## config.mk

```make
export PLATFORM = sky130hd
export DESIGN_NAME = z_csa_pipe_adder
export DESIGN_NICKNAME = d
export VERILOG_FILES = /design/src/rtl/z_csa_pipe_adder.sv
export SDC_FILE = /design/constraint.sdc
export NUM_CORES = 1
export LEC_CHECK = 0
export ABC_CLOCK_PERIOD_IN_PS = 2750
export CELL_PAD_IN_SITES_DETAIL_PLACEMENT = 1
export CELL_PAD_IN_SITES_GLOBAL_PLACEMENT = 2
export CORE_MARGIN = 3
export CORE_UTILIZATION = 35
export DETAILED_ROUTE_END_ITERATION = 16
export PLACE_DENSITY_LB_ADDON = 0.1
export SKIP_CTS_REPAIR_TIMING = 1
export SLEW_MARGIN = 20
export SYNTH_ARGS = -nofsm -noshare
export SYNTH_HDL_FRONTEND = slang
export SYNTH_SLANG_ARGS = --single-unit
```

## constraint.sdc

```tcl
create_clock -name clk -period 2.75 [get_ports clk]
set_clock_uncertainty 0.15 [all_clocks]
set_input_delay 0.55 -clock clk [delete_from_list [all_inputs] [get_ports clk]]
set_output_delay 0.55 -clock clk [all_outputs]
set_load 0.02 [all_outputs]
```

## src/rtl/z_csa_pipe_adder.sv

```systemverilog
// Two-stage pipelined carry-select adder/subtractor with valid/ready on both sides.
// Stage 1 precomputes each block's sum/carry for carry-in 0 and 1; stage 2 runs
// the select chain that resolves block carries and registers the result.
module z_csa_pipe_adder #(
    parameter int WIDTH = 16,
    parameter int BLOCK = 4
) (
    input  logic             clk,
    input  logic             rst_n,
    input  logic             in_valid,
    output logic             in_ready,
    input  logic [WIDTH-1:0] a,
    input  logic [WIDTH-1:0] b,
    input  logic             c_in,
    input  logic             sub,
    output logic             out_valid,
    input  logic             out_ready,
    output logic [WIDTH-1:0] sum,
    output logic             c_out,
    output logic             ovf
);

    localparam int NBLK = WIDTH / BLOCK;

    // Refuse to elaborate with a block size that does not tile the word.
    generate
        if (BLOCK < 1 || BLOCK > WIDTH || (WIDTH % BLOCK) != 0) begin : g_bad_params
            $error("z_csa_pipe_adder: WIDTH must be a multiple of BLOCK and 1 <= BLOCK <= WIDTH");
        end
    endgenerate

    // Effective operands: subtraction is a + ~b + 1, so c_in is ignored then.
    logic [WIDTH-1:0] bx;
    logic             cx;

    assign bx = sub ? ~b : b;
    assign cx = sub ? 1'b1 : c_in;

    // Per-block speculative results for carry-in 0 and carry-in 1.
    logic [NBLK-1:0][BLOCK-1:0] s0_next, s1_next;
    logic [NBLK-1:0]            co0_next, co1_next;

    generate
        for (genvar gi = 0; gi < NBLK; gi++) begin : g_blk
            assign {co0_next[gi], s0_next[gi]} =
                {1'b0, a[gi*BLOCK +: BLOCK]} + {1'b0, bx[gi*BLOCK +: BLOCK]};
            assign {co1_next[gi], s1_next[gi]} =
                {1'b0, a[gi*BLOCK +: BLOCK]} + {1'b0, bx[gi*BLOCK +: BLOCK]} + (BLOCK+1)'(1);
        end
    endgenerate

    // Stage-1 registers.
    logic [NBLK-1:0][BLOCK-1:0] s0_reg, s1_reg;
    logic [NBLK-1:0]            co0_reg, co1_reg;
    logic                       cx_reg;
    logic                       a_msb_reg;
    logic                       bx_msb_reg;
    logic                       s1_valid_reg;

    // Stage-2 (output) registers.
    logic [WIDTH-1:0] sum_reg;
    logic             c_out_reg;
    logic             ovf_reg;
    logic             out_valid_reg;

    // Handshake: a stage may advance when its successor is empty or draining.
    logic adv1, adv2;

    assign adv2     = !out_valid_reg || out_ready;
    assign adv1     = !s1_valid_reg || adv2;
    assign in_ready = adv1;

    // Carry-select chain: each block's carry-in picks one of its two precomputed results.
    logic [NBLK:0]    carry;
    logic [WIDTH-1:0] sum_next;
    logic             ovf_next;

    always_comb begin
        carry    = '0;
        sum_next = '0;
        carry[0] = cx_reg;
        for (int k = 0; k < NBLK; k++) begin
            sum_next[k*BLOCK +: BLOCK] = carry[k] ? s1_reg[k] : s0_reg[k];
            carry[k+1]                 = carry[k] ? co1_reg[k] : co0_reg[k];
        end
        ovf_next = (a_msb_reg == bx_msb_reg) && (sum_next[WIDTH-1] != a_msb_reg);
    end

    // Stage 1: capture a new beat whenever the stage can advance.
    always_ff @(posedge clk or negedge rst_n) begin
        if (!rst_n) begin
            s0_reg       <= '0;
            s1_reg       <= '0;
            co0_reg      <= '0;
            co1_reg      <= '0;
            cx_reg       <= 1'b0;
            a_msb_reg    <= 1'b0;
            bx_msb_reg   <= 1'b0;
            s1_valid_reg <= 1'b0;
        end else if (adv1) begin
            s1_valid_reg <= in_valid;
            if (in_valid) begin
                s0_reg     <= s0_next;
                s1_reg     <= s1_next;
                co0_reg    <= co0_next;
                co1_reg    <= co1_next;
                cx_reg     <= cx;
                a_msb_reg  <= a[WIDTH-1];
                bx_msb_reg <= bx[WIDTH-1];
            end
        end
    end

    // Stage 2: register the resolved result; hold it while downstream stalls.
    always_ff @(posedge clk or negedge rst_n) begin
        if (!rst_n) begin
            sum_reg       <= '0;
            c_out_reg     <= 1'b0;
            ovf_reg       <= 1'b0;
            out_valid_reg <= 1'b0;
        end else if (adv2) begin
            out_valid_reg <= s1_valid_reg;
            if (s1_valid_reg) begin
                sum_reg   <= sum_next;
                c_out_reg <= carry[NBLK];
                ovf_reg   <= ovf_next;
            end
        end
    end

    assign out_valid = out_valid_reg;
    assign sum       = sum_reg;
    assign c_out     = c_out_reg;
    assign ovf       = ovf_reg;

endmodule
```

Word-level counts from Yosys, hierarchy flattened:

Index checks and enable logic that the tools add are counted.

* add/subtract/negate cells: 8
* eq/ne operators: 2
* multiplexer cells: 10
* bitwise logic cells: 1
* reductions and logical operators: 7

Operators with widths (number)
* $add 4x4->5: 4
* $add 5x1->5 const B: 4
* $mux 16: 1
* $mux 4: 4
* $not 16->16: 1
* $mux 1: 5
* $reduce_and 2->1: 2
* $logic_not 1->1: 2
* $logic_or 1x1->1: 2
* $eq 1x1->1: 1
* $logic_and 1x1->1: 1
* $ne 1x1->1: 1

* flip-flop bits (word level): 63
* input bits: 38
* output and inout bits: 20
* logic and storage cells: 46

Depth between registers and ports, before layout:

* depth after elaboration: 6
* mapped depth: 13
* depth with buffers taken out: 11

Worst setup path before layout:

OpenSTA, ideal clock, no wires.

* kind: input to register
* start point: in sub
* end point: reg co1_reg[2]
* setup time: 0.133 ns
* data arrival time: 3.045 ns
* data required time: 2.467 ns
* path slack: -0.578 ns
* stages on the path: 13
* path buffers: 2
* path through: clkbuf_1 -> clkbuf_1 -> xor2_1 -> ha_1 -> inv_1 -> fa_1 -> inv_1 -> ha_1 -> nand4_1 -> mux2i_1 -> a31oi_1 -> xor2_1 -> o21ai_0

RTL lines
* start: declaration: line 15 `input logic sub,`
* end signal: assignment: line 106 `co1_reg <= co1_next;`
* end: declaration: line 54 `logic [NBLK-1:0] co0_reg, co1_reg;`

==> impl_table.tex <==
\begin{tabular}{lr}
\hline
Metric & Value \\
\hline
\multicolumn{2}{l}{\textbf{Critical path}} \\
\quad Startpoint of the lowest-slack register-to-register path & cx\_reg\$\_DFFE\_PN0P\_ \\
\quad Category of the worst setup path launch point & primary input \\
\quad Data required time at the worst endpoint & 2.82 ns \\
\quad Most numerous cell on the critical path & sky130\_fd\_sc\_hd\_\_xor2\_1 \\
\quad Reg2reg end & sum[13]\$\_DFFE\_PN0P\_ \\
\quad Arrival time of data at the critical path endpoint & approximately 2.7 ns \\
\quad Family with the most delay on the worst path & adder cells \\
\quad Worst r2r path cells & 5 \\
\quad Classification of the worst setup path & in2reg \\
\quad Max incr delay on CP & $\sim$0.52 ns \\
\quad Kind of capture point of the worst setup path & flip-flop \\
\quad Reg2Reg Setup Slack & $\sim$0.53 ns \\
\quad Series of cell instances along the critical path & clkdlybuf4s50\_1 -> xor2\_1 -> inv\_1 -> fa\_1 -> inv\_2 -> ha\_4 -> nand4\_1 -> mux2i\_1 -> a31oi\_1 -> xor2\_1 -> o21ai\_1 \\
\quad CP Max Fanout & 4 \\
\quad Worst Path Buf+Inv & 3 \\
\quad Slowest stage cell on the critical path & sky130\_fd\_sc\_hd\_\_fa\_1 \\
\multicolumn{2}{l}{\textbf{GRT}} \\
\quad GRT Resource Usage Total & 15.3\% \\
\quad Number of antenna violations at the first check in global routing & 0 \\
\quad Global-route wire length before repair & 13600 um \\
\quad Largest net degree at the start of global routing & 65 \\
\quad Number of global-route vias before repair & around 2.8k \\
\quad Total global routing overflow & 0 \\
\multicolumn{2}{l}{\textbf{Clock tree}} \\
\quad Clock Root Buffer & sky130\_fd\_sc\_hd\_\_clkbuf\_8 \\
\quad Number of sinks on the clock net & 63 \\
\quad Total clock buffers created by CTS & 9 \\
\quad H-tree depth & 3 \\
\quad Clock tree buffer depth & 2 \\
\quad Clock Pin Slew Worst Setup and Hold Paths & 0.07 ns \\
\quad Insertion delay of the later-clocked pin in the worst-skew pair & roughly 0.35 ns \\
\quad CTS tree & yes \\
\multicolumn{2}{l}{\textbf{STA}} \\
\quad Setup Viol. Count Final & 0 \\
\quad Final hold vios & 0 \\
\quad Post-route fraction of the period consumed by the critical path & roughly 96\% \\
\quad Worst rel slew slack & about 76\% \\
\quad Top achievable clock speed & 0.380 GHz \\
\quad Tmin final & between 2 and 3 ns \\
\quad Fin. max-slew vios & 0 \\
\quad Setup repair after global routing missed its margin & no \\
\quad Least-Margin Pin Slew & 0.353 ns \\
\multicolumn{2}{l}{\textbf{Synthesis}} \\
\quad Yosys reg bits & 63 \\
\quad Cells after Synth & between 300 and 400 \\
\quad Synthesis Warnings & 0 \\
\quad Nets in the synthesized netlist & 388 \\
\quad Sequential element share of the synthesized area & 44.7\% \\
\quad Post-synth ARST share & 100\% \\
\quad Synthesized cell area & approximately 3500 um2 \\
\quad Most used flip-flop cell after synthesis & sky130\_fd\_sc\_hd\_\_dfrtp\_1 \\
\quad Distinct cell type count of the synthesized netlist & 32 \\
\quad Number of flops mapped to enable cells by yosys & 0 \\
\quad Mean instance size in the synthesized netlist & between 10 and 15 um2 \\
\multicolumn{2}{l}{\textbf{Outcome}} \\
\quad Result of the run & finished, final reports clean \\
\multicolumn{2}{l}{\textbf{Route}} \\
\quad Average wire per cell in the routed design & 14.3 um \\
\quad Via count & 2632 \\
\quad Total detailed-routing wirelength & around 7900 um \\
\quad Number of nets with antenna violations after routing & 0 \\
\quad Detailed-route vias per instance & around 4.8 \\
\quad Number of DRC markers in iteration 0 & 45 \\
\quad Number of DRC violations after detailed routing & 0 \\
\quad Count of TritonRoute iterations in the first routing pass & 4 \\
\multicolumn{2}{l}{\textbf{Die}} \\
\quad Core Area & between 9000 and 10000 um2 \\
\quad Number of standard-cell rows in the floorplan & 36 \\
\quad Effective utilization at floorplan & a little over a third \\
\quad Floorplan die height & 106 um \\
\quad Die W & around 110 um \\
\quad Die footprint & 11300 um2 \\
\quad Boundary Pins & between 50 and 60 \\
\multicolumn{2}{l}{\textbf{Finish}} \\
\quad Layout cells sized above 1 & roughly 20\% \\
\quad Non-filler cells, final & 552 \\
\quad FF/Latch Area & between 1500 and 2000 um2 \\
\quad Antenna cells & 0 \\
\quad Synthesis-to-finish area growth & 35.4\% \\
\quad Total non-filler cell area in the finished layout & $\sim$4800 um2 \\
\quad Net total in the final layout & roughly 480 \\
\quad Fill count & about 1.1k \\
\quad Multi-input gate area in the final layout & around 1900 um2 \\
\multicolumn{2}{l}{\textbf{Flow run}} \\
\quad Count of maximum capacitance violations & 0 \\
\multicolumn{2}{l}{\textbf{Worst hold path}} \\
\quad Path class of the lowest-slack min-delay path & in2async \\
\multicolumn{2}{l}{\textbf{Place}} \\
\quad PortBufs & 57 \\
\quad GP Congestion & 0.738 \\
\quad Placed cell areas & about 4500 um2 \\
\quad Placed cell count & 535 \\
\quad Final HPWL DP & between 6000 and 7000 um \\
\multicolumn{2}{l}{\textbf{Pwr}} \\
\quad Power density over the cells & between 800 and 900 nW/um2 \\
\quad Maximum vdd drop & about 0.32 mV \\
\quad Static power due to leakage & $\sim$0.0022 uW \\
\hline
\end{tabular}
## cells in the mapped netlist (all sizes together), types with 3 or more instances
cell type / instances / area share, %
a21o: 8 / 1.7
a21oi: 6 / 0.85
a31oi: 4 / 0.71
clkbuf: 11 / 1.2
dfrtp: 63 / 45
fa: 4 / 2.3
ha: 20 / 7.1
inv: 8 / 0.85
mux2: 23 / 7.4
mux2i: 21 / 6.7
nand2: 42 / 4.5
nand2b: 5 / 0.89
nand3: 6 / 0.85
nand3b: 3 / 0.64
nor2: 6 / 0.64
nor2b: 4 / 0.71
o21ai: 38 / 5.4
xnor2: 10 / 2.5
xor2: 26 / 6.5
## logic make-up (layout without fill, tap and decap cells)
| group | Yosys count | in the layout | synth area share [%] |
|---|---|---|---|
| multiplexers | 44 | 44 | 14.1 |
| AO/OA/AOI/OAI | 64 | 64 | 10.5 |
| buffers and inverters | 21 | 114 | 2.66 |
| adder cells (fa/ha/maj) | 24 | 24 | 9.36 |
| flip-flops | 63 | 63 | 44.7 |
| AND/OR/NAND/NOR | 74 | 74 | 9.82 |
| XOR/XNOR | 36 | 36 | 8.93 |
## how the worst max path moves through the flow
stage                     start                endpoint  slack (ns)  cells past startpoint
after floorplan             sub  co1_reg[3]$_DFFE_PN0P_       0.008                     13
after global placement      sub  co1_reg[2]$_DFFE_PN0P_       -0.44                     13
after detailed placement    sub  co1_reg[2]$_DFFE_PN0P_       -0.54                     13
after CTS                   sub  co1_reg[2]$_DFFE_PN0P_       -0.18                     13
after global routing      b[13]  co1_reg[3]$_DFFE_PN0P_      0.0003                     11
final                      b[9]  co1_reg[2]$_DFFE_PN0P_        0.12                     11
## where the power goes
part	switching, uW	internal (uW)	leakage [uW]
clock network	384	652	0.000130
registers	191	1230	0.000763
logic	711	762	0.00128
total	1290	2640	0.00218
## cell usage in the layout, fill, tap and decap left out, types with 3 or more instances in the layout
master / count
sky130_fd_sc_hd__dfrtp_1: 63
sky130_fd_sc_hd__clkdlybuf4s50_1: 53
sky130_fd_sc_hd__nand2_1: 41
sky130_fd_sc_hd__o21ai_0: 33
sky130_fd_sc_hd__buf_4: 31
sky130_fd_sc_hd__xor2_1: 24
sky130_fd_sc_hd__mux2_2: 22
sky130_fd_sc_hd__mux2i_1: 19
sky130_fd_sc_hd__ha_1: 16
sky130_fd_sc_hd__clkbuf_8: 11
sky130_fd_sc_hd__xnor2_1: 10
sky130_fd_sc_hd__a21o_1: 8
sky130_fd_sc_hd__inv_1: 6
sky130_fd_sc_hd__nor2_1: 6
sky130_fd_sc_hd__a21oi_1: 6
sky130_fd_sc_hd__nand3_1: 6
sky130_fd_sc_hd__nand2b_1: 5
sky130_fd_sc_hd__o21ai_1: 5
sky130_fd_sc_hd__nor2b_1: 4
sky130_fd_sc_hd__a31oi_1: 4
sky130_fd_sc_hd__fa_1: 4
sky130_fd_sc_hd__nand3b_1: 3
sky130_fd_sc_hd__bufinv_16: 3
sky130_fd_sc_hd__dlymetal6s2s_1: 3
## metrics by stage
step	hold slack [ns]	worst slack [ns]	utilization (%)	TNS, ns	power (uW)
finish	0.0590	0.119	48.9	0	3930
global route	0.0791	0.000299	48.9	0	4220
CTS	0.0611	-0.178	48.6	-0.560	4000
detailed placement	0.320	-0.545	46.0	-8.74	2940
global placement	0.310	-0.441	46.0	-7.31	2880
floorplan	0.104	0.00799	-	0	2300
## routing by layer
| layer | vias to the layer above | GRT usage (%) | part of all wire, % |
|---|---|---|---|
| met3 | 11 | 2.55 | 3.6 |
| met5 | - | 0 | 0 |
| met4 | 0 | 6.30 | 1.6 |
| met1 | 1265 | 20.6 | 49 |
| met2 | 49 | 24.3 | 46 |
| li1 | 1307 | - | - |
## final cells by class
| cell class | instances | share of cell area (%) |
|---|---|---|
| Multi-Input combinational cell | 242 | 39.9 |
| Sequential cell | 63 | 33.0 |
| Timing Repair Buffer | 90 | 17.7 |
| Tap cell | 133 | 3.48 |
| Clock buffer | 11 | 3.17 |
| Clock inverter | 5 | 2.17 |
| Inverter | 8 | 0.628 |
No activity file was read; power rests on OpenSTA's default activity.
